<file path="config.mk">
export PLATFORM = sky130hd
export DESIGN_NAME = bitplane_mac
export DESIGN_NICKNAME = d
export VERILOG_FILES = /design/src/rtl/bitplane_mac.sv
export SDC_FILE = /design/constraint.sdc
export NUM_CORES = 1
export LEC_CHECK = 0
export ABC_AREA = 1
export CAP_MARGIN = 25
export CORE_ASPECT_RATIO = 1.1
export CORE_MARGIN = 4
export CORE_UTILIZATION = 35
export CTS_CLUSTER_DIAMETER = 80
export DETAILED_ROUTE_END_ITERATION = 12
export PLACE_DENSITY = 0.52
export SYNTH_ARGS = -nofsm -noshare
export SYNTH_HDL_FRONTEND = slang
export SYNTH_SLANG_ARGS = --single-unit
</file>
<file path="constraint.sdc">
create_clock -name clk -period 17.3 [get_ports clk]
set_clock_uncertainty 0.2 [all_clocks]
set_input_delay 3.46 -clock clk [delete_from_list [all_inputs] [get_ports clk]]
set_output_delay 3.46 -clock clk [all_outputs]
set_load 0.02 [all_outputs]
</file>
<file path="src/rtl/bitplane_mac.sv">
// Bit-serial signed/unsigned dot-product engine.
// Consumes one activation bit-plane per cycle against M latched weights.
module bitplane_mac #(
  parameter int M        = 16,
  parameter int PW       = 8,
  parameter int PA       = 8,
  parameter int SIGNED_W = 1,
  parameter int SIGNED_A = 1,
  localparam int ACC_W   = PA + PW + $clog2(M) + 1
) (
  input  logic                    clk,
  input  logic                    rst_n,
  input  logic                    w_load,
  input  logic [M*PW-1:0]         w_in,
  input  logic                    start,
  input  logic                    a_valid,
  output logic                    a_ready,
  input  logic [M-1:0]            a_plane,
  output logic                    out_valid,
  input  logic                    out_ready,
  output logic signed [ACC_W-1:0] result,
  output logic                    busy
);

  localparam int PCW = $clog2(M) + 1;
  localparam int KW  = (PA > 2) ? $clog2(PA) : 1;

  typedef enum logic [1:0] {
    IDLE  = 2'd0,
    ACCUM = 2'd1,
    DONE  = 2'd2
  } state_t;

  state_t state_q;
  state_t state_d;

  logic [M*PW-1:0]         w_reg;
  logic signed [ACC_W-1:0] acc;
  logic [KW-1:0]           k;

  logic                    w_we;
  logic                    acc_clr;
  logic                    accept;
  logic                    last;
  logic                    res_we;
  logic                    ov_set;
  logic                    ov_clr;

  logic [PCW-1:0]          cnt;
  logic signed [ACC_W-1:0] term;
  logic signed [ACC_W-1:0] plane_sum;
  logic signed [ACC_W-1:0] shifted;
  logic signed [ACC_W-1:0] plane_t;
  logic signed [ACC_W-1:0] acc_sum;

  // Weighted popcount of this activation plane over all weight planes.
  always_comb begin
    cnt       = '0;
    term      = '0;
    plane_sum = '0;
    for (int j = 0; j < PW; j++) begin
      cnt = '0;
      for (int l = 0; l < M; l++) begin
        cnt = cnt + PCW'(a_plane[l] & w_reg[l*PW+j]);
      end
      term = {{(ACC_W-PCW){1'b0}}, cnt} << j;
      if (SIGNED_W != 0 && j == PW - 1) begin
        plane_sum = plane_sum - term;
      end else begin
        plane_sum = plane_sum + term;
      end
    end
  end

  assign last    = (k == KW'(PA - 1));
  assign shifted = plane_sum <<< k;
  assign plane_t = (SIGNED_A != 0 && last) ? -shifted : shifted;
  assign acc_sum = acc + plane_t;

  assign a_ready = (state_q == ACCUM);
  assign busy    = (state_q != IDLE);
  assign accept  = a_ready && a_valid;

  always_comb begin
    state_d = state_q;
    w_we    = 1'b0;
    acc_clr = 1'b0;
    res_we  = 1'b0;
    ov_set  = 1'b0;
    ov_clr  = 1'b0;
    unique case (state_q)
      IDLE: begin
        w_we = w_load;
        if (start) begin
          acc_clr = 1'b1;
          state_d = ACCUM;
        end
      end
      ACCUM: begin
        if (accept && last) begin
          res_we  = 1'b1;
          ov_set  = 1'b1;
          state_d = DONE;
        end
      end
      DONE: begin
        if (out_ready) begin
          ov_clr  = 1'b1;
          state_d = IDLE;
        end
      end
      default: state_d = IDLE;
    endcase
  end

  always_ff @(posedge clk or negedge rst_n) begin
    if (!rst_n) begin
      state_q <= IDLE;
    end else begin
      state_q <= state_d;
    end
  end

  always_ff @(posedge clk or negedge rst_n) begin
    if (!rst_n) begin
      w_reg     <= '0;
      acc       <= '0;
      k         <= '0;
      result    <= '0;
      out_valid <= 1'b0;
    end else begin
      if (w_we) begin
        w_reg <= w_in;
      end
      if (acc_clr) begin
        acc <= '0;
        k   <= '0;
      end else if (accept) begin
        acc <= acc_sum;
        k   <= k + KW'(1);
      end
      if (res_we) begin
        result <= acc_sum;
      end
      if (ov_set) begin
        out_valid <= 1'b1;
      end else if (ov_clr) begin
        out_valid <= 1'b0;
      end
    end
  end

endmodule
</file>
==> impl_metrics.ini <==
[global_route]
grt_first_pass_wirelength_mm = 59.46
first_global_vias = 11000
grt-ovfl-total = 0
grt_start_max_net_pins = 76
antenna_found_initial = 3
grt_usage = 0.1776

[synth]
syn_avg_cell_area_sq_um = 9.030
synth-seq-area-share = 0.3155
syn-instance-count = 1546
synth_async_sr_flop_share = 1.000
synth_area_sq_um = 13960
synth.distinct_cells = 41
ys.flop_type = dfrtp_1
synth_enable_flop_cells = 0
synth-seq-cells = 176
postSynthNetCount = 1900
yosysWarnings = 0

[floorplanning]
die_x_um = 198.4
start_util = 0.3555
fp-row-count = 76
chipHeight_um = 217.5
floorplan.io_pins = 174
coreArea_sq_um = 39270
dieArea_sq_um = 43150

[cells_and_area]
final_net_count = 2047
layout_commonest_cell = nand2_1
post_route_cells_drive_above_1_share = 0.1403
layout-area-overhead-vs-synth_pct = 20.20
layout_common_cells = nand2_1, inv_1, dfrtp_1
largest_register_ffs = 128

[critical_path]
slowest_stage = clkdlybuf4s50_1
crit_path_largest_cell_delay_ns = 0.69
cp_data_required_time_ns = 17.44
start_kind = primary input
critPathCaptureType = flop
timing.critical_path.arrival_ns = 13.66
critical_path_peak_fanout = 8
crit_type = primary input to flop

[run_status]
outcome = finished, final reports clean

[clock_network]
tritoncts = yes
cts_hold_buffers = 0
ctsHtreeMaxLevel = 4
cts.clk_slew.worst_paths_ns = 0.07
clock_tree.buffer_depth = 2
post_cts_resize_count = 0
ctsRootBufferMaster = clkbuf_16
number_of_clock_buffers_inserted_by_tritoncts = 17
insertion_delay_ns = 0.45
clock-sinks = 176
post-cts-setup-buffer-count = 0

[place]
hpwlAfterDp_mm = 30.99
place_congestion = 0.8444
port-buffer-count = 173

[timing]
fmaxAchievable_ghz = 0.07396
max_slew.worst_pin.slew_ns = 0.8870
totalNegativeSetupSlack_ns = 0
min_period_over_period = 0.7815
timing.max_slew.rel_slack = 0.4086
grt_setup_unrepaired = no
final_setup_fails = 0
hold_violations = 0
maxSlewViolCount = 0
fin_crit_ns = 13.52

[detailed_routing]
drt_first_iter_violations = 364
finalWirelength_mm = 37.16
detail_route.wl_per_cell_um = 16.80
remaining_drc_errors = 0
ant_nets = 0
dr_total_vias = 10320
drt_pre_antenna_iters = 4
detail_route.vias_per_cell = 4.664

[hold_path]
min-delay-path-class = flop to flop

[run]
maxCapViolCount = 0
## critical path, delay by kind of cell
| family | cells | cell delay [ns] |
|---|---|---|
| adders and majority gates | 13 | 5.60 |
| and+or+nand+nor | 20 | 2.46 |
| buffers and inverters | 9 | 1.16 |
| xor gates and xnor gates | 3 | 0.61 |
| AOI/OAI and AO/OA | 2 | 0.36 |
## synth_stat cells (all sizes together) (4+ instances only)
master  count  area [sq um]
o21ai      56         284.0
buf        10         65.06
clkbuf     39         146.4
fa         98          1962
inv       274          1028
xor2       29         254.0
xnor2      18         157.7
nor2       44         214.0
nand3     120         740.7
a32o        4         40.04
nand4      11         68.82
dfrtp     176          4404
a21oi      31         155.2
ha        106          1326
mux2      128          1441
nand2     378          1511
## cells by family after synthesis
group	after synthesis	synth area share
fa+ha+maj	204	0.2355
xor+xnor	47	0.02949
compound gates	104	0.04105
buf+inv	324	0.08908
mux	128	0.1032
flops	176	0.3155
simple gates	563	0.1861
## cell type report
class / count / area (sq um)
Timing Repair Buffer: 177 / 1783
Tap cell: 507 / 634.4
Clock buffer: 21 / 470.5
Clock inverter: 9 / 133.9
Inverter: 275 / 1032
Sequential cell: 176 / 4404
Antenna cell: 1 / 2.502
Multi-Input combinational cell: 1046 / 8320
Fill cell: 3902 / 22490
## final timing paths
kind                                 start  slack, ns       to  cells past startpoint
worst min-delay path               acc[20]       0.28  acc[20]                      2
worst min register to register     acc[20]       0.28  acc[20]                      2
worst max register to register    w_reg[4]       7.04  acc[20]                     48
max in group asynchronous            rst_n      12.10   acc[7]                      3
worst max-delay path            a_plane[5]       3.78  acc[20]                     47
min in group asynchronous            rst_n       2.86  acc[18]                      1
## per-stage QoR
step                instance area [sq um]    util  setup slack [ns]  hold slack (ns)  instances
floorplan                           13960       -             4.765           0.2489       1546
global placement                    16150  0.4111             3.317           0.2619       2180
detailed placement                  16170  0.4118             3.264           0.2647       2181
CTS                                 16780  0.4272             3.735           0.2841       2211
global route                        16780  0.4272             3.098           0.3159       2211
finish                              16780  0.4273             3.780           0.2793       2212
## metal layers
metal  share of wire  up-vias  GRT usage  routed length (um)
met1            0.44     4934     0.2264               16380
met2            0.50      171     0.3043               18450
met4           0.025        6    0.05495                 947
li1                -     5164          -                   -
met3           0.036       42    0.03616                1351
met5         0.00073        -          0                  27
Power is not shown: default switching activity piles up to over one toggle a cycle in this logic, so the estimate is an artifact.
